`src/rtl/axi_grid_req_link_mux.sv`:
```
// rtl/axi_grid_req_link_mux.sv - round-robin AW/W/AR request mux onto one grid link with 2-entry skid buffer
`timescale 1ns/1ps
module axi_grid_req_link_mux #(
  parameter int PAYLOAD_W = 64,
  parameter int LOCK_W    = 1
) (
  input  logic                 clk_i,
  input  logic                 arst_ni,
  input  logic                 aw_valid_i,
  output logic                 aw_ready_o,
  input  logic [PAYLOAD_W-1:0] aw_payload_i,
  input  logic                 w_valid_i,
  output logic                 w_ready_o,
  input  logic [PAYLOAD_W-1:0] w_payload_i,
  input  logic                 w_last_i,
  input  logic                 ar_valid_i,
  output logic                 ar_ready_o,
  input  logic [PAYLOAD_W-1:0] ar_payload_i,
  output logic                 link_valid_o,
  input  logic                 link_ready_i,
  output logic [1:0]           link_chan_o,
  output logic [PAYLOAD_W-1:0] link_payload_o,
  output logic                 link_last_o
);

  localparam logic [1:0] CH_AW = 2'd0;
  localparam logic [1:0] CH_W  = 2'd1;
  localparam logic [1:0] CH_AR = 2'd2;

  typedef struct packed {
    logic [1:0]           chan;
    logic                 last;
    logic [PAYLOAD_W-1:0] payload;
  } entry_t;

  logic [1:0] count_q, count_d;
  entry_t     ent0_q, ent0_d;
  entry_t     ent1_q, ent1_d;
  logic       lock_q, lock_d;
  logic [1:0] last_grant_q, last_grant_d;

  logic       space;
  logic [2:0] valid_vec;
  logic [1:0] o0, o1, o2;
  logic       grant;
  logic [1:0] grant_chan;
  entry_t     push_entry;
  logic       pop;

  // Arbitration: lock restricts to W, otherwise cyclic search after the last grant.
  // Space depends only on the registered count, never on link_ready_i.
  always_comb begin
    space      = (count_q != 2'd2);
    valid_vec  = {ar_valid_i, w_valid_i, aw_valid_i};
    grant      = 1'b0;
    grant_chan = CH_AW;
    case (last_grant_q)
      CH_AW:   begin o0 = CH_W;  o1 = CH_AR; o2 = CH_AW; end
      CH_W:    begin o0 = CH_AR; o1 = CH_AW; o2 = CH_W;  end
      default: begin o0 = CH_AW; o1 = CH_W;  o2 = CH_AR; end
    endcase
    if (arst_ni && space) begin
      if (lock_q) begin
        if (w_valid_i) begin
          grant      = 1'b1;
          grant_chan = CH_W;
        end
      end else if (valid_vec[o0]) begin
        grant      = 1'b1;
        grant_chan = o0;
      end else if (valid_vec[o1]) begin
        grant      = 1'b1;
        grant_chan = o1;
      end else if (valid_vec[o2]) begin
        grant      = 1'b1;
        grant_chan = o2;
      end
    end
    aw_ready_o = grant && (grant_chan == CH_AW);
    w_ready_o  = grant && (grant_chan == CH_W);
    ar_ready_o = grant && (grant_chan == CH_AR);
    push_entry.chan = grant_chan;
    case (grant_chan)
      CH_W: begin
        push_entry.last    = w_last_i;
        push_entry.payload = w_payload_i;
      end
      CH_AR: begin
        push_entry.last    = 1'b1;
        push_entry.payload = ar_payload_i;
      end
      default: begin
        push_entry.last    = 1'b1;
        push_entry.payload = aw_payload_i;
      end
    endcase
  end

  // Skid buffer, lock and round-robin pointer next state; head entry stays in ent0 and
  // keeps its last value once the buffer drains.
  always_comb begin
    pop          = (count_q != 2'd0) && link_ready_i;
    count_d      = count_q + {1'b0, grant} - {1'b0, pop};
    ent0_d       = ent0_q;
    ent1_d       = ent1_q;
    lock_d       = lock_q;
    last_grant_d = last_grant_q;
    if (pop && (count_q == 2'd2)) begin
      ent0_d = ent1_q;
    end
    if (grant) begin
      if ((count_q == 2'd0) || ((count_q == 2'd1) && pop)) begin
        ent0_d = push_entry;
      end else begin
        ent1_d = push_entry;
      end
      last_grant_d = grant_chan;
      if (grant_chan == CH_W) begin
        lock_d = (LOCK_W != 0) && !w_last_i;
      end
    end
  end

  // State registers with synchronous active-low reset.
  always_ff @(posedge clk_i) begin
    if (!arst_ni) begin
      count_q      <= 2'd0;
      ent0_q       <= '0;
      ent1_q       <= '0;
      lock_q       <= 1'b0;
      last_grant_q <= CH_AR;
    end else begin
      count_q      <= count_d;
      ent0_q       <= ent0_d;
      ent1_q       <= ent1_d;
      lock_q       <= lock_d;
      last_grant_q <= last_grant_d;
    end
  end

  assign link_valid_o   = (count_q != 2'd0);
  assign link_chan_o    = ent0_q.chan;
  assign link_last_o    = ent0_q.last;
  assign link_payload_o = ent0_q.payload;

endmodule

```
`config.mk`:
```
export PLATFORM = sky130hd
export DESIGN_NAME = axi_grid_req_link_mux
export DESIGN_NICKNAME = d
export VERILOG_FILES = /design/src/rtl/axi_grid_req_link_mux.sv
export SDC_FILE = /design/constraint.sdc
export NUM_CORES = 1
export LEC_CHECK = 0
export CAP_MARGIN = 20
export CELL_PAD_IN_SITES_DETAIL_PLACEMENT = 1
export CELL_PAD_IN_SITES_GLOBAL_PLACEMENT = 2
export CORE_ASPECT_RATIO = 0.8
export CORE_MARGIN = 2
export CORE_UTILIZATION = 25
export DETAILED_ROUTE_END_ITERATION = 6
export HOLD_SLACK_MARGIN = 0.06
export MAX_ROUTING_LAYER = met4
export PLACE_DENSITY = 0.82
export SYNTH_ARGS = -nofsm -noshare
export SYNTH_HDL_FRONTEND = slang
export SYNTH_SLANG_ARGS = --single-unit
```
`constraint.sdc`:
```
create_clock -name clk_i -period 3 [get_ports clk_i]
set_input_delay 0.45 -clock clk_i [delete_from_list [all_inputs] [get_ports clk_i]]
set_output_delay 0.45 -clock clk_i [all_outputs]
set_load 0.1 [all_outputs]
```
**Word level (Yosys, flattened, before mapping)**

Index checks and enable logic that the tools add are counted.

- Add/sub/neg operators: 2
- Bitwise operators: 1
- Muxes and demuxes: 25
- Reductions and logical operators: 15
- Order comparisons: 3
- Equality and inequality tests: 6

Operator list:

| kind | number |
|---|---|
| $mux W67 | 3 |
| $pmux W65 S2 | 1 |
| $pmux W2 S2 | 3 |
| $mux W1 | 10 |
| $mux W2 | 5 |
| $lt A2 B3 Y1 const B | 3 |
| $logic_and A1 B1 Y1 | 7 |
| $bmux W1 S2 | 3 |
| $eq A2 B1 Y1 const B | 3 |
| $logic_not A2 Y1 | 3 |
| $eq A2 B2 Y1 const B | 2 |
| $reduce_and A2 Y1 | 2 |
| $add A2 B1 Y2 | 1 |
| $ne A2 B2 Y1 const B | 1 |
| $reduce_bool A2 Y1 | 1 |
| $sub A2 B1 Y2 | 1 |
| $logic_not A1 Y1 | 1 |
| $logic_or A1 B1 Y1 | 1 |
| $not A1 Y1 | 1 |

- Register bits: 139

**Logic depth before layout (Yosys ltp)**

- Word-level depth: 13
- Depth in mapped cells: 11
- Depth with buffers taken out: 9

**Worst setup path before layout**

Ideal clock, no wire load.

- Kind: input to output
- Start: input port ar_valid_i
- End: output port ar_ready_o
- Data required time: 2.550 ns
- Arrival time: 2.381 ns
- Stages: 6
- Setup slack: 0.169 ns
- Path through: a21oi_1 o311ai_1 ha_1 buf_2 buf_2 and2_1

- Longest elaborated chain between the ends: 9

Ends and longest elaborated chain:

| element | RTL line | RTL |
|---|---|---|
| from (decl) | 16 | `input logic ar_valid_i,` |
| $bmux W1 S2 | 74 | `end else if (valid_vec[o2]) begin` |
| $mux W1 (not written as such) | 74 |  |
| $mux W2 | 74 |  |
| $mux W2 | 71 | `end else if (valid_vec[o1]) begin` |
| $mux W2 | 68 | `end else if (valid_vec[o0]) begin` |
| $mux W2 | 63 | `if (lock_q) begin` |
| $mux W2 | 62 | `if (arst_ni && space) begin` |
| $eq A2 B2 Y1 | 81 | `ar_ready_o = grant && (grant_chan == CH_AR);` |
| $logic_and A1 B1 Y1 (*) | 81 |  |
| to (decl) | 17 | `output logic ar_ready_o,` |

Mark *: on every way between the ends. The rest lies on a longest branch, timed or not. The select of a mux whose other input is x is not followed.

**Worst setup path after layout**

- Start: input port ar_valid_i
- End: output port ar_ready_o

- Longest elaborated chain between the ends: 9

Ends and longest elaborated chain:

| element | RTL line | RTL |
|---|---|---|
| $bmux W1 S2 | 74 |  |
| $mux W1 (not written as such) | 74 |  |
| $mux W2 | 74 |  |
| $mux W2 | 71 |  |
| $mux W2 (*) | 68 |  |
| $mux W2 (*) | 63 |  |
| $mux W2 (*) | 62 |  |
| net grant_chan[1] | 46 | `logic [1:0] grant_chan;` |
| $eq A2 B2 Y1 (*) | 81 |  |
| $logic_and A1 B1 Y1 (*) | 81 |  |

Mark *: on every way through the listed nets, which the timed path passes. The rest lies on a longest branch. The select of a mux whose other input is x is not followed.

==> results.py <==
metrics = {
    "setup_path": {
        "r2r-end": "link_payload_o[27]",
        "critPathCaptureType": "output pin",
        "rr_worst_depth": 11,
        "rr_startpoint": "count_q[0]",
        "start_kind": "input pin",
        "crit_path_start": "ar_valid_i",
        "path_max_fanout": 4,
        "r2r_slack_ns": 0.41,
        "crit_type": "in -> out",
        "worstSetupEndpoint": "ar_ready_o",
        "required_ns": 2.55,
        "worstPathArrival_ns": 2.38,
    },
    "timing": {
        "worst_pin_slew_ns": 0.514,
        "min_period_ns": 2.83,
        "timing.setup.tns_ns": 0,
        "drv_slew": 0,
        "final-hold-violation-count": 0,
        "timing.final.crit_share": 0.943,
        "max_freq_mhz": 353,
        "setup_viol": 0,
        "rsz0062_at_grt": "no",
        "skew_ns": 0.0134,
        "maxSlewHeadroom": 0.657,
    },
    "run": {
        "timing.max_cap.violations": 0,
    },
    "synthesis": {
        "ys_warn_count": 0,
        "ys_seq_area_frac": 0.393,
        "synth-simple-area-share": 0.157,
        "synth_xor_area_frac": 0.00247,
        "syn_area_per_cell_um2": 8.29,
        "synth_edf_count": 0,
        "netlist_instances": 855,
        "synth_top_family_by_area": "compound AO/OA/AOI/OAI gates",
        "ys_async_sr_fraction": 0,
        "synth_fa_ha_area_frac": 0.00883,
        "synthMuxAreaShare": 0.0947,
        "syn_nets": 1059,
        "ys_ff_latch": 139,
        "synth_compound_area_frac": 0.283,
        "synth_flop_cell": "dfxtp_1",
        "synth_area_um2": 7080,
        "yosysUniqueCellTypes": 35,
    },
    "clock_network": {
        "numCtsBuffers": 17,
        "cts_tree": "yes",
        "post_cts_buffers": 0,
        "ctsResizeCount": 0,
        "root_buffer": "clkbuf_16",
        "ctsHoldBuffers": 0,
        "clkSlewWorstSetupHoldPaths_ns": 0.07,
        "cts.htree.levels": 4,
        "clock_path_buffers": 2,
        "insertion_delay_ns": 0.43,
        "numClockSinks": 139,
    },
    "routing": {
        "num_vias": 6947,
        "wl_met2_um": 11200,
        "drtPass1Iterations": 4,
        "top_layer": "met4",
        "wl_per_cell_um": 16.8,
        "wl_met1_um": 11500,
        "drc_errors": 0,
        "ant_nets": 0,
        "viasPerCell": 4.71,
        "drt_iter0_markers": 188,
        "route.met3.wl_um": 1960,
        "routed_wl_um": 24800,
    },
    "placement": {
        "routabilityCongestion": 0.747,
        "dp_hpwl_um": 17500,
        "port_buffers": 269,
    },
    "cells_and_area": {
        "area_growth_pct": 51.7,
        "final_cell_mix": "198 x clkdlybuf4s50_1, 139 x dfxtp_1, 134 x nor2_1, 134 x nand2_1, 131 x a21oi_1",
        "n_antenna_cell": 0,
        "drive_gt1_frac": 0.169,
        "nNetsFinal": 1297,
        "final_common_cell": "clkdlybuf4s50_1",
    },
    "pwr": {
        "power_density_nw_per_um2": 845,
        "power_w": 0.00908,
        "leakage_nw": 4.31,
        "ir_drop_uv": 377,
    },
    "floorplan": {
        "pin_count": 270,
        "die_w_um": 192,
        "die_y_um": 155,
        "fp.coreArea_um2": 28100,
        "rows": 55,
        "dieArea_um2": 29700,
        "initial_utilization": 0.252,
    },
    "global_routing": {
        "overflow": 0,
        "antenna_found_initial": 0,
        "grt_pass1_wl_um": 38900,
        "gr-usage-all-layers": 0.172,
        "grt_max_degree": 71,
        "grt_pass1_vias": 6979,
    },
    "worst_hold_path": {
        "hold_class": "reg -> reg",
        "min_from": "ent1_q[36]",
    },
    "status": {
        "outcome": "complete, no violations",
    },
}
[state kept, by name, summed over array words and instances, names as in the netlist]
name            count
link_chan_o         2
last_grant_q        2
lock_q              1
ent1_q             67
link_last_o         1
count_q             2
link_payload_o     64
[per-layer routing]
metal / up-vias / global-route usage
li1: 3492 / -
met1: 3264 / 0.216
met2: 182 / 0.269
met3: 9 / 0.0592
met4: 0 / 0.0338
met5: - / -
[area by class of cell]
class | instances | area [µm²]
Tap cell | 370 | 463
Multi-Input combinational cell | 631 | 3900
Sequential cell | 139 | 2780
Clock buffer | 19 | 433
Clock inverter | 13 | 239
Fill cell | 3290 | 17300
Inverter | 7 | 31.3
Timing Repair Buffer | 297 | 2900
[logic make-up after synthesis]
kind of cell / after synthesis
AO/OA/AOI/OAI: 272
flip-flops: 139
XOR/XNOR: 2
multiplexers: 67
adder cells (fa/ha/maj): 5
AND/OR/NAND/NOR: 285
buffers and inverters: 85
[how the worst min path moves through the flow]
stage / slack (ns) / end / cells after the start
after floorplan: 0.44 / ent1_q[0] / 2
after global placement: 0.44 / ent1_q[24] / 2
after detailed placement: 0.45 / ent1_q[10] / 2
after CTS: 0.46 / ent1_q[36] / 2
after global routing: 0.47 / ent1_q[49] / 2
final: 0.45 / ent1_q[36] / 2
[synth_stat cells (all sizes together), types with 2 or more instances]
cell type / instances / area [µm²]
a211oi: 65 / 733
a21oi: 131 / 656
a22oi: 65 / 488
and2: 6 / 37.5
buf: 51 / 307
clkbuf: 27 / 101
dfxtp: 139 / 2780
ha: 5 / 62.6
inv: 7 / 26.3
mux2i: 67 / 671
nand2: 134 / 503
nand2b: 3 / 18.8
nand3b: 2 / 15.0
nor2: 134 / 503
nor2b: 2 / 12.5
o2111ai: 2 / 41.3
o211a: 2 / 20.0
xnor2: 2 / 17.5
[worst max-delay path: stages]
cell             delay (ns)
clkdlybuf4s50_1        0.54
buf_4                  0.14
nor2b_1                0.15
nand3_1                0.22
inv_1                  0.14
ha_2                   0.23
buf_4                  0.15
and2_1                 0.18
buf_12                 0.18
[stage by stage]
step	util	instance area [µm²]	cells	hold slack, ns	setup slack, ns
final	0.383	10700	1476	0.453	0.171
after global routing	0.383	10700	1476	0.473	0.00787
after CTS	0.383	10700	1476	0.456	0.129
after detailed placement	0.359	10100	1444	0.448	0.0556
after global placement	0.359	10100	1444	0.443	0.140
after floorplan	-	7080	855	0.436	0.169
[power breakdown]
part	internal, W	switching, W
registers	0.00219	0.000195
logic	0.00120	0.00306
clock network	0.00157	0.000869
Power figures use the tool's default switching activity.
